<file path="src/rtl/uart_loop_fifo_if.sv">
// Loopback byte path between uart_rx/uart_tx and the loop FIFO.
// master = environment side (rx + tx status), slave = the FIFO block.
interface uart_loop_fifo_if #(
  parameter int D_WIDTH = 8
);
  logic [1:0]         rx_state;
  logic [D_WIDTH-1:0] rx_data;
  logic               tx_busy;
  logic               tx_en;
  logic [D_WIDTH-1:0] tx_data;

  modport master (output rx_state, rx_data, tx_busy, input tx_en, tx_data);
  modport slave  (input rx_state, rx_data, tx_busy, output tx_en, tx_data);
endinterface

</file>
<file path="src/rtl/uart_loop_fifo.sv">
// Circular byte FIFO between uart_rx and uart_tx with a one-byte-per-frame drain FSM.
// Optional: define UART_LOOP_FIFO_ECHO_CRLF_EN to follow every sent 0x0D with an inserted 0x0A.
module uart_loop_fifo #(
  parameter int D_WIDTH = 8,
  parameter int DEPTH   = 16,
  parameter int AW      = 4
) (
  input  logic            clk,
  input  logic            rst,
  uart_loop_fifo_if.slave bus,
  input  logic            ovf_clr,
  output logic [AW:0]     count,
  output logic            empty,
  output logic            full,
  output logic            overflow
);

  typedef enum logic [1:0] {
    T_IDLE,
    T_WAIT_HI,
`ifdef UART_LOOP_FIFO_ECHO_CRLF_EN
    T_WAIT_LO,
    T_LF
`else
    T_WAIT_LO
`endif
  } tstate_t;

  localparam logic [1:0]  RX_IDLE  = 2'd0;
  localparam logic [1:0]  RX_STOP  = 2'd3;
  localparam logic [AW:0] FULL_CNT = (AW+1)'(DEPTH);
`ifdef UART_LOOP_FIFO_ECHO_CRLF_EN
  localparam logic [D_WIDTH-1:0] CR = D_WIDTH'(8'h0D);
  localparam logic [D_WIDTH-1:0] LF = D_WIDTH'(8'h0A);
`endif

  logic [D_WIDTH-1:0] mem [DEPTH];
  logic [AW-1:0]      wr_ptr, rd_ptr;
  logic [1:0]         rx_prev;
  logic [AW:0]        count_nxt;
  logic               done, push, drop, pop;
  logic               tx_en_q;
  logic [D_WIDTH-1:0] tx_data_q;
  tstate_t            state;

  assign bus.tx_en   = tx_en_q;
  assign bus.tx_data = tx_data_q;

  // STOP->IDLE edge marks a completed frame; rx_prev resets to IDLE so reset can't fake one.
  assign done = (rx_prev == RX_STOP) && (bus.rx_state == RX_IDLE);
  assign push = done && !full;
  assign drop = done && full;
  // Registered empty gates the pop, so a byte written this edge pops no earlier than the next.
  assign pop  = (state == T_IDLE) && !empty && !bus.tx_busy;

  always_comb begin
    count_nxt = count;
    if (push && !pop)      count_nxt = count + 1'b1;
    else if (pop && !push) count_nxt = count - 1'b1;
  end

  always_ff @(posedge clk) begin
    if (rst) begin
      rx_prev  <= RX_IDLE;
      wr_ptr   <= '0;
      count    <= '0;
      empty    <= 1'b1;
      full     <= 1'b0;
      overflow <= 1'b0;
    end else begin
      rx_prev <= bus.rx_state;
      if (push) wr_ptr <= wr_ptr + 1'b1;
      count <= count_nxt;
      empty <= (count_nxt == '0);
      full  <= (count_nxt == FULL_CNT);
      if (drop)         overflow <= 1'b1;
      else if (ovf_clr) overflow <= 1'b0;
    end
  end

  always_ff @(posedge clk) begin
    if (push && !rst) mem[wr_ptr] <= bus.rx_data;
  end

  // tx_data only moves in T_IDLE/T_LF, so it is stable across the whole uart_tx frame.
  always_ff @(posedge clk) begin
    if (rst) begin
      state     <= T_IDLE;
      tx_en_q   <= 1'b0;
      tx_data_q <= '0;
      rd_ptr    <= '0;
    end else begin
      case (state)
        T_IDLE: begin
          if (pop) begin
            tx_data_q <= mem[rd_ptr];
            rd_ptr    <= rd_ptr + 1'b1;
            tx_en_q   <= 1'b1;
            state     <= T_WAIT_HI;
          end
        end
        T_WAIT_HI: begin
          tx_en_q <= 1'b0;
          if (bus.tx_busy) state <= T_WAIT_LO;
        end
        T_WAIT_LO: begin
          if (!bus.tx_busy) begin
`ifdef UART_LOOP_FIFO_ECHO_CRLF_EN
            state <= (tx_data_q == CR) ? T_LF : T_IDLE;
`else
            state <= T_IDLE;
`endif
          end
        end
`ifdef UART_LOOP_FIFO_ECHO_CRLF_EN
        T_LF: begin
          if (!bus.tx_busy) begin
            tx_data_q <= LF;
            tx_en_q   <= 1'b1;
            state     <= T_WAIT_HI;
          end
        end
`endif
        default: state <= T_IDLE;
      endcase
    end
  end

endmodule

</file>
<file path="src/flat_wrapper.sv">
// flat-port wrapper written by rule: the top's interface ports become plain ports
module uart_loop_fifo_flat 
#(
  parameter int D_WIDTH = 8,
  parameter int DEPTH   = 16,
  parameter int AW      = 4
)
  (clk, rst, ovf_clr, count, empty, full, overflow, bus_rx_state, bus_rx_data, bus_tx_busy, bus_tx_en, bus_tx_data);
  uart_loop_fifo_if #(.D_WIDTH(D_WIDTH)) bus_i ();
  input  logic clk;
  input  logic rst;
  input  logic ovf_clr;
  output logic [AW:0] count;
  output logic empty;
  output logic full;
  output logic overflow;
  input wire logic [$bits(bus_i.rx_state)-1:0] bus_rx_state;
  input wire logic [$bits(bus_i.rx_data)-1:0] bus_rx_data;
  input wire logic [$bits(bus_i.tx_busy)-1:0] bus_tx_busy;
  output wire logic [$bits(bus_i.tx_en)-1:0] bus_tx_en;
  output wire logic [$bits(bus_i.tx_data)-1:0] bus_tx_data;
  assign bus_i.rx_state = bus_rx_state;
  assign bus_i.rx_data = bus_rx_data;
  assign bus_i.tx_busy = bus_tx_busy;
  assign bus_tx_en = bus_i.tx_en;
  assign bus_tx_data = bus_i.tx_data;
  uart_loop_fifo #(.D_WIDTH(D_WIDTH), .DEPTH(DEPTH), .AW(AW)) u_core (.clk(clk), .rst(rst), .bus(bus_i), .ovf_clr(ovf_clr), .count(count), .empty(empty), .full(full), .overflow(overflow));
endmodule
</file>
<file path="config.mk">
export PLATFORM = sky130hd
export DESIGN_NAME = uart_loop_fifo_flat
export DESIGN_NICKNAME = d
export VERILOG_FILES = /design/src/rtl/uart_loop_fifo_if.sv /design/src/rtl/uart_loop_fifo.sv /design/src/flat_wrapper.sv
export SDC_FILE = /design/constraint.sdc
export NUM_CORES = 1
export LEC_CHECK = 0
export ABC_AREA = 0
export CORE_ASPECT_RATIO = 1.25
export CORE_MARGIN = 2
export CORE_UTILIZATION = 59
export CTS_CLUSTER_DIAMETER = 40
export DETAILED_ROUTE_END_ITERATION = 12
export PLACE_DENSITY = 0.78
export SLEW_MARGIN = 0
export SYNTH_ARGS = -nofsm -noshare
export SYNTH_HDL_FRONTEND = slang
export SYNTH_SLANG_ARGS = --single-unit
</file>
<file path="constraint.sdc">
create_clock -name clk -period 3.2 [get_ports clk]
set_clock_uncertainty 0.05 [all_clocks]
set_input_delay 0.64 -clock clk [delete_from_list [all_inputs] [get_ports clk]]
set_output_delay 0.64 -clock clk [all_outputs]
set_load 0.005 [all_outputs]
</file>
# == Word level (Yosys, flattened, before mapping) ==
# Memories as Yosys holds them, arrays and structs flattened. A register that Yosys moved wholly into a read port is not among the register bits.
# Cells that the tools add are included.
# op_classes
addsub,4
n_eq_ne,7
n_reduce_logical,22
muxes,12
# op_table
cell,n
$mux 5,2
$add 4x1->4 const B,2
$logic_and 1x1->1,8
$logic_not 1->1,6
$mux 2,3
$pmux 2 s3,1
$add 5x1->5 const B,1
$eq 5x5->1 const B,1
$logic_not 5->1,1
$mux 1,5
$sub 5x1->5 const B,1
$eq 2x2->1 const B,2
$logic_not 2->1,2
$ne 2x2->1 const B,2
$reduce_and 2->1,2
$reduce_bool 2->1,2
$reduce_and 3->1,1
$eq 2x1->1 const B,1
$ne 2x1->1 const B,1
$pmux 1 s2,1
# word_totals
ramBits,128
elab_cells,55
n_memories,1
regBits,21
# memory_table
name,words,word_bits,rd,rd_ports_with_merged_regs,write_ports,line,rtl
u_core.mem,16,8,1,1,1,uart_loop_fifo.sv:37,logic [D_WIDTH-1:0] mem [DEPTH];

# == Longest topological paths before layout ==
# depth
word_depth,8
ltp_mapped,7
mapped_depth_nobuf,6

# == Worst setup path after synthesis ==
# Ideal clock, no wire load.
# synth_path
path_type,input port to flip-flop
from,in bus_rx_state[0]
to,mem u_core.mem[0][0] (enable)
arrival_ps,2366
n_path_buf,1
path_stages,5
required_ps,2755
setup_slack_ps,389
path_cell_list,nand4bb_4 nor2_1 clkbuf_1 nand2_1 nor4_1
# synth_between
elab_chain_cells,6
# synth_lines
item,line,rtl
"start, declared",flat_wrapper.sv:17,input wire logic [$bits(bus_i.rx_state)-1:0] bus_rx_state;
$logic_not 2->1,uart_loop_fifo.sv:50,assign done = (rx_prev == RX_STOP) && (bus.rx_state == RX_IDLE);
$logic_and 1x1->1,uart_loop_fifo.sv:50,
$logic_and 1x1->1,uart_loop_fifo.sv:51,assign push = done && !full;
$logic_and 1x1->1,uart_loop_fifo.sv:82,if (push && !rst) mem[wr_ptr] <= bus.rx_data;
$mux 1,uart_loop_fifo.sv:82,
$mux 1 (not written as such),uart_loop_fifo.sv:82,
"end, declared",uart_loop_fifo.sv:37,
# No other way between the ends.

# == Worst setup path after layout ==
# layout_path
from,in bus_tx_busy
to,reg u_core.empty
# layout_between
elab_chain_cells,6
elab_cells_between_ends,8
# layout_lines
item,line,rtl
"start, declared",flat_wrapper.sv:19,input wire logic [$bits(bus_i.tx_busy)-1:0] bus_tx_busy;
$logic_not 1->1 (*),uart_loop_fifo.sv:54,assign pop = (state == T_IDLE) && !empty && !bus.tx_busy;
$logic_and 1x1->1 (*),uart_loop_fifo.sv:54,
$logic_and 1x1->1 / $logic_not 1->1 (equally long branches),"uart_loop_fifo.sv:59, uart_loop_fifo.sv:58",
$mux 5 / $logic_and 1x1->1 (equally long branches),"uart_loop_fifo.sv:59, uart_loop_fifo.sv:58",
$mux 5 (*),uart_loop_fifo.sv:58,if (push && !pop) count_nxt = count + 1'b1;
$logic_not 5->1 (*),uart_loop_fifo.sv:74,empty <= (count_nxt == '0);
"end signal, assigned",uart_loop_fifo.sv:74,
"end, declared",uart_loop_fifo.sv:13,"output logic empty,"
# Mark *: on every way between the ends. The rest lies on a longest branch, timed or not.
# A chain may end at the register's enable or synchronous reset.

==> summary.md <==
| Metric | Value |
|---|---|
| Mean post-synth cell area | `roughly 17 um^2` |
| Latest clock arrival within the worst-skew pair | `around 0.42 ns` |
| Cts bufs inserted | `17` |
| Worst Path Required | `approximately 3.5 ns` |
| Maximum level of the CTS H-tree | `4` |
| IO Count | `31` |
| Hold Path Depth | `2` |
| Arrival time worst endpoint | `2.54 ns` |
| Die H | `roughly 120 um` |
| Row count | `41` |
| Total grt overflow | `0` |
| Leak | `approximately 2.4 nW` |
| Worst Hold Class | `reg -> reg` |
| Slew HR | `50.6%` |
| Final count of hold timing violations | `0` |
| Routed vias/inst | `roughly 6.0` |
| CP top delay family | `simple AND/OR/NAND/NOR gates` |
| Chip width | `between 90 and 100 um` |
| Pwr dens | `about 670 mW/mm^2` |
| Die ar. | `roughly 0.011 mm^2` |
| Hold Path Sink | `u_core.bus.tx_en$_SDFFE_PP0P_` |
| Sequential area share after synthesis | `a little under three quarters` |
| Total core area | `just over 0.01 mm^2` |
| Yosys cell types | `between 40 and 50` |
| Met2 usage | `around 40%` |
| Outcome | `finished clean` |
| Final #Nets | `426` |
| R2r setup slk | `approximately 0.95 ns` |
| Vias in the first global route | `3,443` |
| Crit path time final | `approximately 2.3 ns` |
| Pre-antenna DRT Iters | `4` |
| Clk pin slew, worst setup/hold paths | `around 0.06 ns` |
| CTS tree | `done` |
| Drt wl/cell | `approximately 22 um` |
| Slowest cell on the critical path | `nor4_4` |
| Final setup vio count | `0` |
| Initial Util | `60.7%` |
| Gpl congestion | `~0.8` |
| YS warnings | `0` |
| # Max-Cap Violations | `0` |
| Most frequent cells in the layout | `edfxtp_1 (128), nor2_1 (34), mux4_2 (32)` |
| GR peak layer | `met2` |
| Hold WS | `about 0.44 ns` |
| RR Endpoint | `u_core.bus.tx_data[2]$_SDFFE_PP0P_` |
| Largest net degree at the start of global routing | `31` |
| Post-Route Utilization | `71.8%` |
| Post-CTS Hold Buffers | `0` |
| CP peak stage delay | `0.50 ns` |
| Slew @ Worst Pin | `0.738 ns` |
| Worst Path Buf+Inv | `1` |
| Fmax achieved | `roughly 440 MHz` |
| RR Startpoint | `u_core.rd_ptr[0]$_SDFFE_PP0P_` |
| Setup TNS | `0 ns` |
| Synth-to-layout area growth | `18.3%` |
| Number of remaining DRC errors | `0` |
| CP endpoint kind | `flip-flop` |
| DR vias | `around 3,300` |
| Starting DRT DRC Count | `~370` |
| Tcrit/Tclk final | `a little under three quarters` |
| HPWL after DPL | `a little under 8000 um` |
| CTS sink cnt | `157` |
| Setup CP Type | `in -> reg` |
| EDFF count, synth | `around 130` |
| Commonest non-fill, non-tap cell in the layout | `edfxtp_1` |
| Post-CTS setup buffers | `0` |
| Top FF cell, synth | `edfxtp_1` |
| Worst min-delay path startpoint | `u_core.bus.tx_en$_SDFFE_PP0P_` |
| CP Depth | `6` |
| Mapped Nets | `~380` |
| Post-synth ARST share | `0%` |
| ANT cells | `0` |
| Root Driver | `clkbuf_16` |
| GR Util met1 | `29.8%` |
| RSZ-0062 raised after global routing | `no` |
| Cell Chain, Critical Path | `clkdlybuf4s50_1 > nor4_4 > o2111ai_1 > and3b_4 > or2_0 > a41o_1` |
| Cell area after synthesis | `0.00617 mm^2` |
| Post_cts resized | `0` |
| Number of I/O port buffers | `30` |
| Final slew viol count | `0` |
| Global-route wire length before repair | `19,100 um` |
| CP Launch Type | `input port` |
| Routing usage on met3 | `between 6 and 7%` |
| Total Power | `just under 5 mW` |
| Routed wire length | `~12,000 um` |
| Share of cells above drive strength 1 | `between 20% and 30%` |
| GRT Util Overall | `about a quarter` |
| R2R cell count | `6` |
| Flops & latches, synth | `roughly 160` |
| Initial antenna violation count | `0` |
| Maximum vdd drop | `roughly 0.37 mV` |
| Routed Antenna Nets | `0` |
| Cells after Synth | `358` |
| Critical Path Fanout Max | `9` |
| Clk buf depth | `2` |
-- cells by family after synthesis --
family / count (synthesis) / synth area share (%)
DFF: 157 / 71.7
and+or+nand+nor: 76 / 6.75
AOI/OAI and AO/OA: 46 / 4.89
muxes: 34 / 12.0
buffers and inverters: 28 / 1.80
xor gates and xnor gates: 10 / 1.42
adders and majority gates: 7 / 1.42
-- Yosys cell counts, types with 2 or more instances --
cell type / number / area, um^2
edfxtp_1: 128 / 3840
nor2_1: 34 / 128
mux4_2: 32 / 721
dfxtp_1: 29 / 581
a21oi_1: 19 / 95.1
a22oi_1: 16 / 120
clkbuf_1: 12 / 45.0
nand2_1: 12 / 45.0
ha_1: 7 / 87.6
inv_1: 7 / 26.3
xnor2_1: 6 / 52.6
buf_2: 5 / 25.0
and3_1: 4 / 25.0
buf_1: 4 / 15.0
nor2b_1: 4 / 25.0
nor4_1: 4 / 25.0
xor2_1: 4 / 35.0
mux2i_1: 2 / 20.0
nand3_1: 2 / 10.0
nand4_1: 2 / 12.5
nor3b_1: 2 / 15.0
or3_1: 2 / 12.5
-- per-stage QoR --
| step | setup slack (ns) | std cells | cell area, um^2 |
|---|---|---|---|
| floorplan | 0.389 | 358 | 6170 |
| global placement | 0.556 | 515 | 6720 |
| detailed placement | 0.493 | 515 | 6720 |
| CTS | 0.919 | 547 | 7300 |
| global route | 0.730 | 547 | 7300 |
| finish | 0.923 | 547 | 7300 |
-- registers in the layout (all words and copies together), names as in the netlist --
name / count
u_core.rd_ptr: 4
u_core.mem: 128
u_core.empty: 1
u_core.overflow: 1
u_core.bus.tx_en: 1
u_core.rx_prev: 2
u_core.count: 5
u_core.bus.tx_data: 8
u_core.wr_ptr: 4
u_core.state: 2
u_core.full: 1
-- cell type report --
class                      instances  area (um^2)
timing repair buffer              49          455
inverter                           7         26.3
multi-input combinational        173         1650
tap                              129          161
clock inverter                    14          145
clock buffer                      18          429
fill                             620         2860
sequential                       157         4430
-- worst register-to-register path, cell delays in order, from the launching register on --
cell	delay, ns
dfxtp_2	0.73
buf_12	0.27
mux4_2	0.54
a22oi_1	0.20
a21oi_1	0.14
a21oi_1	0.14
nor2_1	0.05
-- report_power, final --
part	switching [mW]	internal [mW]	total [mW]
combinational	0.251	0.336	0.587
sequential	0.0900	2.26	2.35
clock	0.787	1.15	1.93
total	1.13	3.74	4.87
-- worst max-delay path by stage --
stage / start / to / slack [ns]
after CTS: bus_tx_busy / u_core.empty$_SDFF_PP1_ / 0.92
final: bus_tx_busy / u_core.empty$_SDFF_PP1_ / 0.92
after global placement: bus_rx_state[0] / u_core.empty$_SDFF_PP1_ / 0.56
after detailed placement: bus_rx_state[0] / u_core.empty$_SDFF_PP1_ / 0.49
after global routing: u_core.rd_ptr[0]$_SDFFE_PP0P_ / u_core.bus.tx_data[2]$_SDFFE_PP0P_ / 0.73
after floorplan: bus_rx_state[0] / u_core.mem[0][0]$_DFFE_PP_ / 0.39
-- per-layer routing --
metal  share of wire (%)  vias up
met3                 5.7       15
met5                   0        -
met1                  38     1655
met2                  54      122
li1                    -     1505
met4                 1.5        0
(Power assumes the default switching activity.)
